$ cat src/rtl/mem_stage_ctrl_pkg.sv
// Memory-stage shared definitions.
// State encoding and pipeline widths.
package mem_stage_ctrl_pkg;

  localparam int REG_ADDR_W = 3;
  localparam int DATA_W     = 16;

  typedef enum logic [1:0] {
    ST_IDLE   = 2'd0,
    ST_REQ    = 2'd1,
    ST_WAIT   = 2'd2,
    ST_HALTED = 2'd3
  } mem_state_e;

endpackage

$ cat src/rtl/mem_stage_ctrl_timeout_ctr.sv
// Memory request watchdog counter.
// Load-clear, enable, terminal count at TIMEOUT.
module mem_timeout_ctr #(
  parameter int TIMEOUT = 64,
  parameter int CNT_W   = 8
) (
  input  logic clk,
  input  logic rst,
  input  logic clr,
  input  logic en,
  output logic tc
);

  logic [CNT_W-1:0] cnt_q;
  logic [CNT_W-1:0] cnt_d;
  logic [CNT_W:0]   cnt_nxt;

  // Next count and terminal detect on the value this cycle completes.
  always_comb begin
    cnt_nxt = {1'b0, cnt_q} + (CNT_W+1)'(1);
    tc      = en && (cnt_nxt == (CNT_W+1)'(TIMEOUT));
    cnt_d   = cnt_q;
    if (clr) begin
      cnt_d = '0;
    end else if (en) begin
      cnt_d = cnt_nxt[CNT_W-1:0];
    end
  end

  // Count register.
  always_ff @(posedge clk) begin
    if (rst) begin
      cnt_q <= '0;
    end else begin
      cnt_q <= cnt_d;
    end
  end

endmodule

$ cat src/rtl/mem_stage_ctrl.sv
// Memory-stage controller between EX/MEM and MEM/WB.
// Issues data-memory requests, stalls upstream, builds the MEM/WB bundle.
module mem_stage_ctrl #(
  parameter int DATA_W  = 16,
  parameter int TIMEOUT = 64
) (
  input  logic              clk,
  input  logic              rst,
  input  logic              ex_valid,
  input  logic              ex_mem_read,
  input  logic              ex_mem_write,
  input  logic [DATA_W-1:0] ex_addr,
  input  logic [DATA_W-1:0] ex_wdata,
  input  logic [DATA_W-1:0] ex_plus_two_pc,
  input  logic [mem_stage_ctrl_pkg::REG_ADDR_W-1:0] ex_write_register,
  input  logic              ex_reg_write,
  input  logic              ex_mem_to_reg,
  input  logic              ex_link,
  input  logic              ex_halt,
  output logic              mem_en,
  output logic              mem_wr,
  output logic [DATA_W-1:0] mem_addr,
  output logic [DATA_W-1:0] mem_wdata,
  input  logic [DATA_W-1:0] mem_rdata,
  input  logic              mem_stall,
  input  logic              mem_done,
  input  logic              mem_err,
  output logic              stall_out,
  output logic [DATA_W-1:0] wb_memory_out,
  output logic [DATA_W-1:0] wb_x_out,
  output logic [DATA_W-1:0] wb_plus_two_pc,
  output logic [mem_stage_ctrl_pkg::REG_ADDR_W-1:0] wb_write_register,
  output logic              wb_reg_write,
  output logic              wb_mem_to_reg,
  output logic              wb_link,
  output logic              wb_halt,
  output logic              err
);

  import mem_stage_ctrl_pkg::*;

  mem_state_e state_q;
  mem_state_e state_d;
  logic       err_q;
  logic       err_d;
  logic       mem_op;
  logic       is_load;
  logic       present;
  logic       stall;
  logic       retire;
  logic       fault;
  logic       ctr_clr;
  logic       ctr_en;
  logic       ctr_tc;

  assign mem_op  = ex_valid & (ex_mem_read | ex_mem_write);
  assign is_load = mem_op & ex_mem_read & ~ex_mem_write;
  assign ctr_en  = (state_q == ST_REQ) | (state_q == ST_WAIT);

  mem_timeout_ctr #(
    .TIMEOUT (TIMEOUT)
  ) u_tmo (
    .clk (clk),
    .rst (rst),
    .clr (ctr_clr),
    .en  (ctr_en),
    .tc  (ctr_tc)
  );

  // Request sequencing: decide present/stall/retire/fault and next state.
  always_comb begin
    state_d = state_q;
    err_d   = err_q;
    present = 1'b0;
    stall   = 1'b0;
    retire  = 1'b0;
    fault   = 1'b0;
    ctr_clr = 1'b0;
    unique case (state_q)
      ST_IDLE: begin
        if (ex_valid && !mem_op) begin
          retire = 1'b1;
        end else if (mem_op && ex_addr[0]) begin
          fault = 1'b1;
        end else if (mem_op) begin
          present = 1'b1;
          if (mem_stall) begin
            stall   = 1'b1;
            ctr_clr = 1'b1;
            state_d = ST_REQ;
          end else if (mem_done) begin
            retire = 1'b1;
          end else begin
            stall   = 1'b1;
            ctr_clr = 1'b1;
            state_d = ST_WAIT;
          end
        end
      end
      ST_REQ: begin
        present = 1'b1;
        if (mem_stall) begin
          if (ctr_tc) fault = 1'b1;
          else        stall = 1'b1;
        end else if (mem_done) begin
          retire = 1'b1;
        end else begin
          stall   = 1'b1;
          ctr_clr = 1'b1;
          state_d = ST_WAIT;
        end
      end
      ST_WAIT: begin
        if (mem_done)    retire = 1'b1;
        else if (ctr_tc) fault  = 1'b1;
        else             stall  = 1'b1;
      end
      ST_HALTED: begin
      end
      default: begin
      end
    endcase
    if (retire && mem_op && mem_err) begin
      retire = 1'b0;
      fault  = 1'b1;
    end
    if (retire) begin
      state_d = ex_halt ? ST_HALTED : ST_IDLE;
    end
    if (fault) begin
      state_d = ST_HALTED;
      err_d   = 1'b1;
    end
  end

  // Memory request and MEM/WB bundle, forced to zero during reset.
  always_comb begin
    mem_en            = present & ~rst;
    mem_wr            = mem_en & ex_mem_write;
    mem_addr          = mem_en ? ex_addr  : '0;
    mem_wdata         = mem_en ? ex_wdata : '0;
    stall_out         = stall & ~rst;
    err               = err_q & ~rst;
    wb_memory_out     = '0;
    wb_x_out          = '0;
    wb_plus_two_pc    = '0;
    wb_write_register = '0;
    wb_reg_write      = 1'b0;
    wb_mem_to_reg     = 1'b0;
    wb_link           = 1'b0;
    wb_halt           = 1'b0;
    if (!rst && retire) begin
      wb_memory_out     = is_load ? mem_rdata : '0;
      wb_x_out          = ex_addr;
      wb_plus_two_pc    = ex_plus_two_pc;
      wb_write_register = ex_write_register;
      wb_reg_write      = ex_reg_write;
      wb_mem_to_reg     = ex_mem_to_reg;
      wb_link           = ex_link;
      wb_halt           = ex_halt;
    end
    if (!rst && fault) begin
      wb_halt = 1'b1;
    end
  end

  // State and sticky fault flag.
  always_ff @(posedge clk) begin
    if (rst) begin
      state_q <= ST_IDLE;
      err_q   <= 1'b0;
    end else begin
      state_q <= state_d;
      err_q   <= err_d;
    end
  end

endmodule
$ cat config.mk
export PLATFORM = sky130hd
export DESIGN_NAME = mem_stage_ctrl
export DESIGN_NICKNAME = d
export VERILOG_FILES = /design/src/rtl/mem_stage_ctrl_pkg.sv /design/src/rtl/mem_stage_ctrl_timeout_ctr.sv /design/src/rtl/mem_stage_ctrl.sv
export SDC_FILE = /design/constraint.sdc
export NUM_CORES = 1
export LEC_CHECK = 0
export CORE_ASPECT_RATIO = 1.4
export CORE_MARGIN = 5
export CORE_UTILIZATION = 27
export CTS_CLUSTER_SIZE = 25
export DETAILED_ROUTE_END_ITERATION = 6
export GPL_ROUTABILITY_DRIVEN = 0
export PLACE_DENSITY = 0.81
export SLEW_MARGIN = 10
export SYNTH_ARGS = -nofsm -noshare
export SYNTH_HDL_FRONTEND = slang
export SYNTH_HIERARCHICAL = 1
export SYNTH_SLANG_ARGS = --single-unit
export TNS_END_PERCENT = 20
$ cat constraint.sdc
create_clock -name clk -period 3.87 [get_ports clk]
set_input_delay 0.774 -clock clk [delete_from_list [all_inputs] [get_ports clk]]
set_output_delay 0.774 -clock clk [all_outputs]
set_load 0.05 [all_outputs]
==> key figures, run 1 <==
Synth
  • Largest family of logic cells by synthesized area: simple AND/OR/NAND/NOR gates
  • Largest cells by area after synthesis: and2_1 (38%), dfxtp_1 (15%), ha_1 (5.2%), nor2_1 (3.4%), clkbuf_1 (2.6%)
  • Asr flop ratio synth: 0%
  • Sequential share of the synthesized area: 15.20%
  • Synth cell types: 42
  • Mapped cell area: 0.001449 mm^2
  • Mux share of post-synthesis cell area: 1.727%
  • Post-synthesis xor/xnor area fraction: roughly 3.0%
  • Syn nets: roughly 290
  • Yosys reg bits: 11
  • Synthesized netlist cell count: 203
  • Yosys top cell by area: and2_1
  • Post-synth EDFFs: 0
  • Synth Area in Compound Gates: about 14%
  • Synth Area in Simple Gates: between 50% and 60%
  • Primary FF master, synth: dfxtp_1
  • Synth top area share: 38.00%
  • Adder-cell share of the synthesized area: 5.181%
  • Ys Warns: 6
  • Syn_area_per_cell: 7.137 um^2

Detailed routing
  • Via count: 2,094
  • DRT Wirelength: about 7900 um
  • Met2 wire len: around 4600 um
  • # DRC: 0
  • Final antenna-violating net count: 0
  • Top layer in use: met4
  • Met3 routed wirelength: 823 um
  • Pre-Repair DR Iteration Count: 4
  • WL met1: between 2000 and 2500 um
  • Wirelength per Cell: 18.31 um
  • Initial DRC count: 61
  • Drt via density: ~4.8

Clock network
  • Post-CTS Setup Inserts: 0
  • Post-cts hold buffer count: 0
  • Root Buffer: clkbuf_8
  • Clock-pin slew on the worst setup and hold paths: roughly 50 ps
  • Clock Latency Late Sink: 240 ps
  • CTS Buf Count: 3
  • H-tree depth: 1
  • Max Root-Sink Buffers: 2
  • CTS tree: done
  • Num Clock Sinks: 11

STA
  • Period utilisation layout: about 96%
  • Fmax: approximately 270 MHz
  • Final hold violations: 0
  • Setup-failing EPs final: 0
  • TNS Setup: 0 ps
  • Min Tclk post-route: 3709 ps
  • Slew Viols, Final: 0
  • Final Skew: 4.975 ps
  • Least-Margin Pin Slew: around 500 ps
  • Slew margin rel.: between 60% and 70%

Hold path
  • Hold path start: err_q
  • Hold endpoint: err_q
  • Worst hold path type: reg -> reg
  • Hold path depth: 2

Floorplan
  • Die height: roughly 97 um
  • Initial Util: around 28%
  • Die Span X: about 72 um
  • # IOs: 170
  • Die ar.: around 0.0070 mm^2
  • Row count: 31
  • Core area: just over 0.005 mm^2

Placement
  • Post-DP HPWL: between 7000 and 8000 um
  • Placed Instance Area: 0.004084 mm^2
  • IO buf count: about 170

Worst setup path
  • Crit. End Element: primary output
  • Reg2reg path depth: 8
  • Worst R2R Setup Slack: about 1300 ps
  • RR Endpoint: state_q[1]
  • CP startpoint kind: flip-flop
  • CP required: just over 3000 ps
  • Launch point of the worst reg-to-reg path: u_tmo/cnt_q[0]
  • Worst setup path category: reg -> out
  • CP Max Fanout: 8
  • Worst Path Arrival: between 2000 and 3000 ps

Power
  • LEAKAGE: roughly 1.6 nW
  • PD cells: 371.2 mW/mm^2
  • VDD IR max: 240.7 uV

Final layout
  • Share of cells above drive strength 1: 28.61%
  • Fin nets: 453
  • Antenna Cells: 0
  • Fill cell count: approximately 320
  • Area grow syn2layout: 186.3%
  • Finished Cell Area: about 0.0041 mm^2

Run status
  • Status: completed

GRT
  • Largest net degree at the start of global routing: 39
  • Vias in the first global route: ~2,300
  • GRT Util Overall: 22.30%
  • Initial antenna violation count: 0
  • First-pass GRT wire length: approximately 12,000 um
  • GR Overflow Total: 0

Job
  • Max-cap violations: 0
-- worst max-delay path: stages, from the launching register on --
cell and delay [ps]:
dfxtp_2 420, ha_4 200, or3b_1 360, a211o_1 320, a2111oi_2 450, o21ai_0 200
a21oi_2 230, inv_1 100, a21oi_1 230, buf_12 180
-- how the worst max path moves through the flow --
| stage | startpoint | to | slack (ps) | cells after the start |
|---|---|---|---|---|
| after CTS | u_tmo/cnt_q[0] | wb_halt | 10 | 9 |
| after global routing | u_tmo/cnt_q[0] | wb_halt | -8 | 9 |
| after detailed placement | u_tmo/cnt_q[1] | wb_halt | 160 | 9 |
| after floorplan | u_tmo/cnt_q[0] | wb_halt | 90 | 8 |
| final | u_tmo/cnt_q[0] | wb_halt | 160 | 9 |
| after global placement | u_tmo/cnt_q[0] | wb_halt | 330 | 9 |
-- kinds of logic (layout without fill, tap and decap cells) --
| kind of cell | after synthesis | count (layout) |
|---|---|---|
| AO/OA/AOI/OAI | 27 | 27 |
| flip-flops | 11 | 11 |
| AND/OR/NAND/NOR | 137 | 137 |
| adder cells (fa/ha/maj) | 6 | 6 |
| buffers and inverters | 15 | 179 |
| multiplexers | 2 | 2 |
| XOR/XNOR | 5 | 5 |
-- cells in the final DEF, fill, tap and decap left out, types with 3 or more instances in the layout --
| master | synthesis | layout |
|---|---|---|
| buf_12 | 0 | 89 |
| and2_1 | 88 | 88 |
| clkdlybuf4s50_1 | 0 | 79 |
| nor2_1 | 13 | 13 |
| dfxtp_1 | 11 | 9 |
| nor2b_1 | 6 | 6 |
| nand3_1 | 6 | 6 |
| nand2_1 | 5 | 5 |
| a21oi_1 | 6 | 5 |
| ha_1 | 6 | 5 |
| inv_1 | 4 | 4 |
| o21ai_0 | 4 | 4 |
| nand4_1 | 4 | 4 |
| clkbuf_8 | 0 | 3 |
| buf_4 | 0 | 3 |
| xor2_1 | 3 | 3 |
-- report_power, final --
| part | switching, mW | internal, mW | leakage [nW] |
|---|---|---|---|
| combinational | 0.671 | 0.589 | 1.53 |
| sequential | 0.0295 | 0.134 | 0.0904 |
| clock | 0.0438 | 0.0724 | 0.0228 |
-- metrics by stage --
| stage | worst slack, ps | std cells | utilization (%) | hold WS (ps) | power [mW] |
|---|---|---|---|---|---|
| after global placement | 328.5 | 429 | 78.57 | 464.7 | 1.397 |
| after CTS | 10.41 | 433 | 79.56 | 483.6 | 1.545 |
| final | 160.7 | 433 | 79.80 | 487.5 | 1.540 |
| after floorplan | 87.89 | 203 | - | 433.5 | 0.8011 |
| after detailed placement | 164.2 | 429 | 78.57 | 470.5 | 1.424 |
| after global routing | -7.778 | 433 | 79.80 | 502.3 | 1.605 |
-- synthesized netlist by cell type, types with 2 or more instances --
| library cell | instances |
|---|---|
| o21ai_0 | 4 |
| o311a_1 | 2 |
| a311oi_1 | 2 |
| nand4_1 | 4 |
| or3_1 | 2 |
| nand3_1 | 6 |
| nor2b_1 | 6 |
| xor2_1 | 3 |
| or2_2 | 2 |
| ha_1 | 6 |
| nand2_1 | 5 |
| o21a_1 | 2 |
| xnor2_1 | 2 |
| dfxtp_1 | 11 |
| and2_1 | 88 |
| nor2_1 | 13 |
| nand3b_1 | 2 |
| clkbuf_1 | 10 |
| nor4_1 | 2 |
| inv_1 | 4 |
| a21oi_1 | 6 |
-- flip-flops by register name, summed over array words and instances (netlist names) --
name,flops
u_tmo/cnt_q,8
state_q,2
err_q,1
-- routing by layer --
metal / global-route usage (%) / vias up
met2: 45.11 / 111
met5: 0 / -
met1: 18.00 / 960
met3: 9.440 / 16
met4: 7.670 / 0
li1: - / 1007
-- cell type report --
cell class / count / area (um^2) / area share, %
repair buffers: 171 / 2595 / 62.56
flip-flops and latches: 11 / 222.7 / 5.370
multi-input cells: 177 / 1187 / 28.63
well taps: 66 / 82.58 / 1.991
inverters: 4 / 15.01 / 0.3620
clock buffers: 4 / 45.04 / 1.086
-- repair_timing --
action	in CTS	in global routing
setup endpoints to repair	1	1
gates resized for setup	2	3
pin swaps	0	0
Power figures use the tool's default switching activity.
==> inputs of run 2 (changes only) <==
Settings changed: CAP_MARGIN set to 20, RECOVER_POWER set to 25.
==> key figures, run 2 (synthesis results as in run 1) <==
Run status
  • Status: completed

STA
  • Fmax: 270.0 MHz
  • Final worst slack: 166.0 ps
  • Min Tclk post-route: around 3700 ps
  • Slew Viols, Final: 0
  • Least-Margin Pin Slew: between 500 and 600 ps
  • Final Skew: ~4.8 ps
  • Period utilisation layout: about 96%
  • Slew margin rel.: 64.05%
  • Final Hold Slack: ~490 ps
  • Final hold violations: 0
  • Setup-failing EPs final: 0

Floorplan
  • Row count: 31
  • Core area: 0.005197 mm^2
  • Initial Util: 27.88%
  • Die Span X: 71.91 um
  • Die height: between 90 and 100 um
  • # IOs: 170
  • Die ar.: ~0.0070 mm^2

Clock network
  • CTS Buf Count: 3
  • Num Clock Sinks: 11
  • Post-cts hold buffer count: 0
  • Max Root-Sink Buffers: 2
  • CTS tree: done
  • Clock-pin slew on the worst setup and hold paths: 50 ps
  • H-tree depth: 1
  • Clock Latency Late Sink: between 200 and 250 ps
  • Post-CTS Setup Inserts: 0
  • Root Buffer: clkbuf_8

Final layout
  • Commonest non-fill, non-tap cell in the layout: buf_12
  • Largest reg by FF count: u_tmo/cnt_q
  • Fin nets: roughly 450
  • Share of cells above drive strength 1: between 20% and 30%
  • Largest registers: u_tmo/cnt_q: 8 flops, state_q: 2 flops, err_q: 1 flops
  • Area grow syn2layout: 186.3%
  • Finished Cell Area: 0.004148 mm^2
  • Number of flip-flops in the largest register: 8
  • Most frequent cells in the layout: buf_12 (89), and2_1 (88), clkdlybuf4s50_1 (78)
  • Fin util: ~80%
  • Antenna Cells: 0

Power
  • Switch Pwr: between 0.7 and 0.8 mW
  • PD cells: between 300 and 400 mW/mm^2
  • VDD IR max: approximately 240 uV
  • Sw Ratio: 48.39%
  • Clock Power Share: about 7.6%
  • LEAKAGE: 1.645 nW
  • Logic pwr share: between 80 and 90%
  • Flop pwr share: a little over a tenth
  • Internal: about 0.79 mW

Detailed routing
  • # DRC: 0
  • Wirelength per Cell: between 15 and 20 um
  • Initial DRC count: 61
  • DRT Wirelength: roughly 8000 um
  • Via count: approximately 2,100
  • Final antenna-violating net count: 0
  • Drt via density: approximately 4.8
  • Pre-Repair DR Iteration Count: 4

GRT
  • Met1 usage: 18.00%
  • First-pass GRT wire length: 11,970 um
  • Layer with the highest usage: met2
  • Largest net degree at the start of global routing: 39
  • Grt met2 use: approximately 45%
  • GR Overflow Total: 0
  • GRT Util Overall: 22.30%
  • Initial antenna violation count: 0
  • Vias in the first global route: 2,291
  • Met3 Usage GRT: 9.440%

Worst setup path
  • Worst path bufs/invs: 2
  • CP required: 3100 ps
  • Worst setup path category: reg -> out
  • Cells along the critical path: ha_4, or3b_1, a211o_1, a2111oi_2, o21ai_0, a21oi_2, inv_1, a21oi_1, buf_12
  • Worst Path Arrival: 2930 ps
  • CP startpoint kind: flip-flop
  • Critical path's top delay family: compound AO/OA/AOI/OAI gates
  • Peak per-stage delay on the critical path: approximately 450 ps
  • Max stage delay cell, worst path: a2111oi_2
  • CP Max Fanout: 8
  • Crit. End Element: primary output

Placement
  • Placed Instance Area: ~0.004 mm^2
  • Post-Place Worst Slack: roughly 160 ps
  • IO buf count: about 170
  • Post-DP HPWL: just over 7000 um

Hold path
  • Worst hold path type: reg -> reg

Job
  • Max-cap violations: 0
run 2: worst register-to-register path, stage by stage, from the launching register on:
cell and delay (ps):
dfxtp_2 420, ha_4 200, or3b_1 360, a211o_1 310, a2111oi_2 450, o21ai_0 200
a21oi_2 230, nor4_1 80, a311oi_1 250
run 2: final cells by class:
class	instances	area, um^2
Timing Repair Buffer	171	2595
Clock buffer	4	45.04
Inverter	4	15.01
Sequential cell	11	222.7
Tap cell	66	82.58
Fill cell	317	1050
Multi-Input combinational cell	177	1187
run 2: worst paths after layout:
path	startpoint	end	slack, ps	cells after the start
hold reg to reg	err_q	err_q	490	2
hold / removal	err_q	err_q	490	2
setup reg to reg	u_tmo/cnt_q[0]	state_q[1]	1270	8
setup / recovery	u_tmo/cnt_q[0]	wb_halt	170	9
run 2: timing repair:
action / CTS / global route
setup endpoints to repair: 1 / 1
gates resized for setup: 2 / 3
pin swaps: 0 / 0
run 2: layer usage:
metal  up-vias  wire length (um)
met5         -                 0
met4         0               217
met3        16               829
met2       113              4613
met1       960              2270
li1       1008                 -
run 2: power groups by stage:
| stage | combinational (mW) | clock (mW) | sequential (mW) |
|---|---|---|---|
| CTS | 1.27 | 0.118 | 0.158 |
| floorplan | 0.648 | 0 | 0.154 |
| global route | 1.32 | 0.123 | 0.166 |
| detailed placement | 1.26 | 0 | 0.160 |
| global placement | 1.24 | 0 | 0.157 |
| finish | 1.26 | 0.116 | 0.163 |
run 2: through the flow:
stage / setup TNS [ps] / cells / total power [mW]
detailed placement: 0 / 429 / 1.424
global route: -7.779 / 433 / 1.605
global placement: 0 / 429 / 1.397
floorplan: 0 / 203 / 0.8011
finish: 0 / 433 / 1.540
CTS: 0 / 433 / 1.545
